`config.mk`:
```
export PLATFORM = sky130hd
export DESIGN_NAME = adder_nibble_seq
export DESIGN_NICKNAME = d
export VERILOG_FILES = /design/src/rtl/adder_nibble_seq.sv
export SDC_FILE = /design/constraint.sdc
export NUM_CORES = 1
export LEC_CHECK = 0
export ABC_CLOCK_PERIOD_IN_PS = 1840
export CORE_MARGIN = 1
export CORE_UTILIZATION = 50
export DETAILED_ROUTE_END_ITERATION = 10
export DONT_BUFFER_PORTS = 1
export GPL_ROUTABILITY_DRIVEN = 0
export MAX_ROUTING_LAYER = met4
export PLACE_DENSITY = 0.68
export RECOVER_POWER = 25
export SYNTH_ARGS = -nofsm -noshare
export SYNTH_HDL_FRONTEND = slang
export SYNTH_SLANG_ARGS = --single-unit
```
`constraint.sdc`:
```
create_clock -name clk -period 1.84 [get_ports clk]
set_input_delay 0.368 -clock clk [delete_from_list [all_inputs] [get_ports clk]]
set_output_delay 0.368 -clock clk [all_outputs]
set_load 0.02 [all_outputs]
```
`src/rtl/adder_nibble_seq.sv`:
```
// Nibble-serial operand feed / result collect around an external 4-bit adder.
// Ports: in_* valid/ready operand side, add_* adder side, out_* result side.
// Optional: define ADDER_SEQ_SUB_EN to add in_sub (A - B via inverted B).
module adder_nibble_seq #(
  parameter int WORDS = 4
) (
  input  logic               clk,
  input  logic               rst,
  input  logic               in_valid,
  output logic               in_ready,
  input  logic [4*WORDS-1:0] in_a,
  input  logic [4*WORDS-1:0] in_b,
  input  logic               in_cin,
`ifdef ADDER_SEQ_SUB_EN
  input  logic               in_sub,
`endif
  output logic [3:0]         add_a,
  output logic [3:0]         add_b,
  output logic               add_cin,
  input  logic [3:0]         add_s,
  input  logic               add_cout,
  output logic               out_valid,
  input  logic               out_ready,
  output logic [4*WORDS-1:0] out_sum,
  output logic               out_cout
);

  localparam int N  = 4 * WORDS;
  localparam int IW = (WORDS > 1) ? $clog2(WORDS) : 1;

  typedef enum logic [1:0] {
    S_IDLE,
    S_RUN,
    S_DONE
  } state_e;

  state_e        state_q, state_d;
  logic [IW-1:0] idx_q, idx_d;
  logic [N-1:0]  a_q, a_d;
  logic [N-1:0]  b_q, b_d;
  logic [N-1:0]  sum_q, sum_d;
  logic          cin_q, cin_d;
  logic          sub_q, sub_d;
  logic          carry_q, carry_d;
  logic          cout_q, cout_d;
  logic          sub_in;
  logic          last;
  logic [3:0]    a_nib;
  logic [3:0]    b_nib;

`ifdef ADDER_SEQ_SUB_EN
  assign sub_in = in_sub;
`else
  assign sub_in = 1'b0;
`endif

  assign last  = (idx_q == IW'(WORDS - 1));
  assign a_nib = a_q[{idx_q, 2'b00} +: 4];
  assign b_nib = b_q[{idx_q, 2'b00} +: 4];

  // Adder drive kept apart from next-state logic so the external
  // combinational adder loop does not pass through one process.
  always_comb begin
    add_a   = 4'h0;
    add_b   = 4'h0;
    add_cin = 1'b0;
    if (state_q == S_RUN) begin
      add_a = a_nib;
      // Subtract: invert B and flip the initial carry (two's complement).
      add_b = sub_q ? ~b_nib : b_nib;
      add_cin = (idx_q == '0) ? (cin_q ^ sub_q) : carry_q;
    end
  end

  always_comb begin
    state_d   = state_q;
    idx_d     = idx_q;
    a_d       = a_q;
    b_d       = b_q;
    sum_d     = sum_q;
    cin_d     = cin_q;
    sub_d     = sub_q;
    carry_d   = carry_q;
    cout_d    = cout_q;
    in_ready  = 1'b0;
    out_valid = 1'b0;
    unique case (state_q)
      S_IDLE: begin
        in_ready = 1'b1;
        if (in_valid) begin
          a_d     = in_a;
          b_d     = in_b;
          cin_d   = in_cin;
          sub_d   = sub_in;
          idx_d   = '0;
          state_d = S_RUN;
        end
      end
      S_RUN: begin
        sum_d[{idx_q, 2'b00} +: 4] = add_s;
        carry_d = add_cout;
        idx_d   = idx_q + 1'b1;
        if (last) begin
          cout_d  = add_cout;
          idx_d   = '0;
          state_d = S_DONE;
        end
      end
      S_DONE: begin
        out_valid = 1'b1;
        if (out_ready) state_d = S_IDLE;
      end
      default: state_d = S_IDLE;
    endcase
  end

  always_ff @(posedge clk) begin
    if (rst) begin
      state_q <= S_IDLE;
      idx_q   <= '0;
      a_q     <= '0;
      b_q     <= '0;
      sum_q   <= '0;
      cin_q   <= 1'b0;
      sub_q   <= 1'b0;
      carry_q <= 1'b0;
      cout_q  <= 1'b0;
    end else begin
      state_q <= state_d;
      idx_q   <= idx_d;
      a_q     <= a_d;
      b_q     <= b_d;
      sum_q   <= sum_d;
      cin_q   <= cin_d;
      sub_q   <= sub_d;
      carry_q <= carry_d;
      cout_q  <= cout_d;
    end
  end

  assign out_sum  = sum_q;
  assign out_cout = cout_q;

endmodule

```
==> impl_metrics.toml, run 1 <==
[floorplan]
die_x_um = 71.7
ioPinCount = 70
dieArea_um2 = 5150
die_y_um = 71.7
rows = 25
core-area_um2 = 4690
start_util_pct = 51.8

[routing]
wl_um = 4760
drt_iter0_drc = 74
top_layer = "met4"
drc = 0
via_per_inst = 5.71
routed-wl-met2_um = 2320
antenna_left = 0
wire_per_inst_um = 16.2
first_pass_iters = 4
drt-met1-wl_um = 2050
vias = 1672
dr_wl_met3_um = 310

[cells_and_area]
fin_nets = 285
area_delta_synth_final_pct = 10.0
diodes = 0
final_common_cell = "dfxtp_1"
final_cell_mix = "54 x dfxtp_1, 38 x nor2_1, 34 x mux2i_1, 13 x nand2_1, 13 x a21oi_1"
drive_above_1_share_pct = 18.0
layout.cells.non_filler = 293

[cts]
htreeDepth = 2
clk_path_buf_depth = 2
cts_hold_buf = 0
cts-buffers-inserted = 5
cts_sinks = 55
cts-root-buf = "clkbuf_8"
clk_pin_slew_ps = 90
insertion_delay_ps = 300
cts_tree = "yes"

[power]
irDropWorstVdd_mv = 0.481
power.share.sequential_pct = 51.5
p_per_area_nw_per_um2 = 934
power_uw = 2500
p_int_uw = 1950
switching_share_pct = 22.2
p_leak_uw = 0.00105
clock_power_share_pct = 36.9
pwr-share-comb_pct = 11.6
p_sw_uw = 556

[timing]
slew_headroom_pct = 69.2
setup_tns_ps = -9.60
tightest_slew_ps = 460
maxSlewViolCount = 0
setup_ws_ps = -5.96
finalHoldViolCount = 0
max_clock_freq_mhz = 542
setup_viol = 3
rsz0062_at_grt = "true"
min_period_over_period_pct = 100
timing.hold.ws_ps = 125
worst_clock_skew_ps = 3.63
final.min_clock_period_ps = 1850

[setup_path]
r2r_end = "out_sum[12]$_SDFFE_PP0P_"
path_max_fanout = 8
r2r_cells = 6
r2r_start = "idx_q[0]$_SDFFE_PP0P_"
critPathLaunchType = "flop"
criticalPathCategory = "flop to output port"
setup.worst_path.end_class = "output port"
worstPathRequired_ps = 1470
r2r_setup_slack_ps = 170
crit_path_start = "idx_q[0]$_SDFFE_PP0P_"
cp_data_arrival_time_ps = 1480

[global_routing]
overflow = 0
antenna_found_initial = 0
grt_pass1_vias = 1660
grt_pass1_wl_um = 7760
grt_max_degree = 58
grt_use_total_pct = 20.3

[logic_synthesis]
synth_warnings = 0
synth-seq-area-share_pct = 45.3
ys_async_sr_fraction_pct = 0
ys.flop_type = "dfxtp_1"
ys_ff_latch = 55
synth_edf_count = 0
ys_types = 30
syn_nets = 282
avgSynthCellArea_um2 = 10.4
syn_inst = 235
synth.cell_area_um2 = 2430

[status]
status = "finished, violations left"
violations = "negative setup slack"

[min_path]
min_from = "rst"
hp-class = "input port to flop"
hold_end = "out_sum[4]$_SDFFE_PP0P_"
hold_path_depth = 1

[place]
port_buffers = 0
dp.cells = 282
dp_slack_ps = 128
dp_hpwl_um = 3230

[flow_run]
drv_cap = 0
[per-layer routing]
metal  track usage, %  up-vias
li1                 -      819
met1             22.2      798
met2             33.5       48
met3             6.89        7
met4             8.71        0
met5                -        -
[synthesized netlist by cell type, drive strengths merged, types with 5 or more instances]
master	n	area, µm²
dfxtp	55	1100
nor2	38	143
mux2i	34	340
a21oi	13	65.1
nand2	13	48.8
and2	9	56.3
clkbuf	9	33.8
mux4	8	188
nand3	8	40.0
inv	7	26.3
buf	6	65.1
nand2b	6	37.5
ha	5	62.6
[state kept, by name, indices dropped and copies added (netlist names)]
name,cells
out_cout,1
cin_q,1
idx_q,2
carry_q,1
a_q,16
state_q,2
b_q,16
out_sum,16
[kinds of logic after synthesis]
logic type | Yosys count | synth area share (%)
fa+ha+maj | 5 | 2.57
buf+inv | 22 | 5.14
compound gates | 24 | 6.53
flops | 55 | 45.3
mux | 42 | 21.7
simple gates | 87 | 18.8
[power groups by stage]
stage	combinational, µW	sequential (µW)	clock (µW)
global route	319	1300	997
detailed placement	273	1310	0
CTS	293	1290	950
floorplan	251	1300	0
global placement	265	1310	0
finish	290	1290	922
[through the flow]
stage          utilization (%)  area, µm²
3_5_place_dp              53.1       2490
6_report                  57.0       2680
4_1_cts                   57.0       2680
2_1_floorplan                -       2430
5_1_grt                   57.0       2680
3_3_place_gp              53.1       2490
[what timing repair did]
action,CTS,global route
setup endpoints to repair,9,9
setup buffers,3,0
pin swaps,8,0
resized for setup,23,0
[critical path, cell delays in order (launching register included)]
cell and delay [ps]:
dfxtp_2 370, buf_12 140, mux4_2 490, and2_4 180
[area by class of cell]
cell class | instances | area (µm²)
multi-input cells | 158 | 1240
inverters | 7 | 26.3
clock buffers | 6 | 72.6
fillers | 416 | 2020
clock inverters | 2 | 60.1
repair buffers | 11 | 111
flip-flops and latches | 55 | 1100
well taps | 54 | 67.6
[worst max path at each step]
stage | end | slack (ps) | cells past startpoint
global placement | add_a[3] | 170 | 3
detailed placement | add_a[3] | 130 | 3
CTS | add_a[3] | -40 | 3
floorplan | add_cin | 50 | 5
finish | add_b[3] | -6 | 3
global route | add_b[3] | -70 | 3
(Power assumes the default switching activity.)
==> run 2, diff against run 1 <==
--- a/config.mk
+++ b/config.mk
@@ -6,6 +6,7 @@
 export NUM_CORES = 1
 export LEC_CHECK = 0
 export ABC_CLOCK_PERIOD_IN_PS = 1840
+export CORE_ASPECT_RATIO = 0.8
 export CORE_MARGIN = 1
 export CORE_UTILIZATION = 50
 export DETAILED_ROUTE_END_ITERATION = 10
==> run 2 against run 1 <==
The flow still finishes with violations (negative setup slack). Power fell by 11%. Combinational power barely moved. Maximum frequency fell by 1.5%. Clock skew barely moved. Sequential share of layout area rose by 0.78 points. Hold slack improved by 1.7 ps. Via count fell by 4.0%. Flip-flop and latch count did not move. First-iteration DRC count rose by 8.1%. Largest cell class unchanged. Largest power group unchanged.
==> impl_metrics.toml, run 2 (synthesis gave the netlist of run 1 again) <==
[power]
p_sw_uw = 536
p_leak_uw = 0.00103
switching_share_pct = 24.0
clock_power_share_pct = 29.4
power_uw = 2230
pwr-share-comb_pct = 12.8
p_per_area_nw_per_um2 = 850
irDropWorstVdd_mv = 0.509
power.share.sequential_pct = 57.7
p_int_uw = 1690

[global_routing]
grt_use_total_pct = 19.9
overflow = 0
grt_pass1_vias = 1625
top_usage_layer = "met2"
grt_use_met1_pct = 25.0
antenna_found_initial = 0
use_met2_pct = 31.2
use_met3_pct = 6.43
grt_max_degree = 58
grt_pass1_wl_um = 7630

[cts]
htreeDepth = 2
cts_hold_buf = 0
cts_sinks = 55
clk_pin_slew_ps = 90
cts_tree = "yes"
clk_path_buf_depth = 2
insertion_delay_ps = 300
cts-root-buf = "clkbuf_8"
cts-buffers-inserted = 5

[place]
dp_hpwl_um = 3230
dpl-instance-area_um2 = 2490
dp_slack_ps = 128
port_buffers = 0

[floorplan]
start_util_pct = 52.6
rows = 22
die_x_um = 80.0
core-area_um2 = 4620
dieArea_um2 = 5150
die_y_um = 64.4
ioPinCount = 70

[timing]
final.min_clock_period_ps = 1870
setup_tns_ps = -102
min_period_over_period_pct = 102
tightest_slew_ps = 471
rsz0062_at_grt = "true"
max_clock_freq_mhz = 534
slew_headroom_pct = 68.5
worst_clock_skew_ps = 3.42
setup_ws_ps = -33.9
maxSlewViolCount = 0
finalHoldViolCount = 0
setup_viol = 7

[routing]
via_per_inst = 5.40
drc = 0
first_pass_iters = 4
wire_per_inst_um = 15.8
drt_iter0_drc = 80
vias = 1605
antenna_left = 0
wl_um = 4690

[setup_path]
cp_data_arrival_time_ps = 1510
path_max_fanout = 6
criticalPathCategory = "flop to output port"
r2r_start = "idx_q[0]$_SDFFE_PP0P_"
critPathLaunchType = "flop"
worstPathRequired_ps = 1470
crit_path_start = "idx_q[0]$_SDFFE_PP0P_"
setup.worst_path.end_class = "output port"

[cells_and_area]
drive_above_1_share_pct = 17.3
ff_latch_area_um2 = 1100
final_common_cell = "dfxtp_1"
final_cell_mix = "54 x dfxtp_1, 38 x nor2_1, 34 x mux2i_1, 13 x nand2_1, 13 x a21oi_1"
fin_nets = 284
multi_input_area_um2 = 1240
fillers = 427
area_delta_synth_final_pct = 7.97
finalInstanceArea_um2 = 2630
diodes = 0

[min_path]
min_from = "rst"
hp-class = "input port to flop"

[status]
status = "finished, violations left"
violations = "negative setup slack"

[flow_run]
drv_cap = 0
==> run 2: changes by cell type in the layout (fill, tap and decap cells not counted), sizes merged <==
cell / previous run / this run
buf: 11 / 10
bufinv: 2 / 0
clkinv: 0 / 1
==> run 2: routing by layer <==
layer | part of all wire, % | vias to the layer above
met2 | 43 | 46
met3 | 6.6 | 4
met5 | 0 | -
met4 | 0.51 | 0
met1 | 50 | 743
li1 | - | 812
==> run 2: area by class of cell <==
type                            count  area share (%)
Multi-Input combinational cell    158            47.1
Tap cell                           60            2.86
Clock inverter                      1           0.191
Sequential cell                    55            42.0
Timing Repair Buffer               10            3.76
Clock buffer                        6            3.14
Inverter                            7            1.00
==> run 2: power groups by stage <==
stage	Combinational, µW	Sequential, µW	Clock (µW)
finish	287	1290	657
global route	315	1300	741
CTS	287	1290	667
detailed placement	271	1310	0
global placement	265	1310	0
floorplan	251	1300	0
==> run 2: what timing repair did <==
action / in CTS / in global routing
pin swaps: 6 / 1
buffers inserted: 1 / 0
setup endpoints to repair: 9 / 9
gates resized for setup: 23 / 1
endpoints found under the hold margin: 0 / 0
==> run 2: stage by stage <==
stage	hold WS (ps)	util (%)	cells
finish	127	56.8	297
CTS	120	56.6	297
global placement	439	53.9	289
detailed placement	448	53.9	289
floorplan	436	-	235
global route	102	56.8	297
==> run 2: final timing paths <==
check / endpoint / slack [ps] / cells past startpoint
max reg2reg: out_sum[3]$_SDFFE_PP0P_ / 200 / 5
min: out_sum[13]$_SDFFE_PP0P_ / 130 / 1
max: add_a[1] / -30 / 3
min reg2reg: carry_q$_SDFFE_PP0N_ / 460 / 2
==> run 2: critical path: stages (launching register included) <==
cell     delay, ps
dfxtp_2        370
buf_8          150
mux4_2         490
and2_4         200
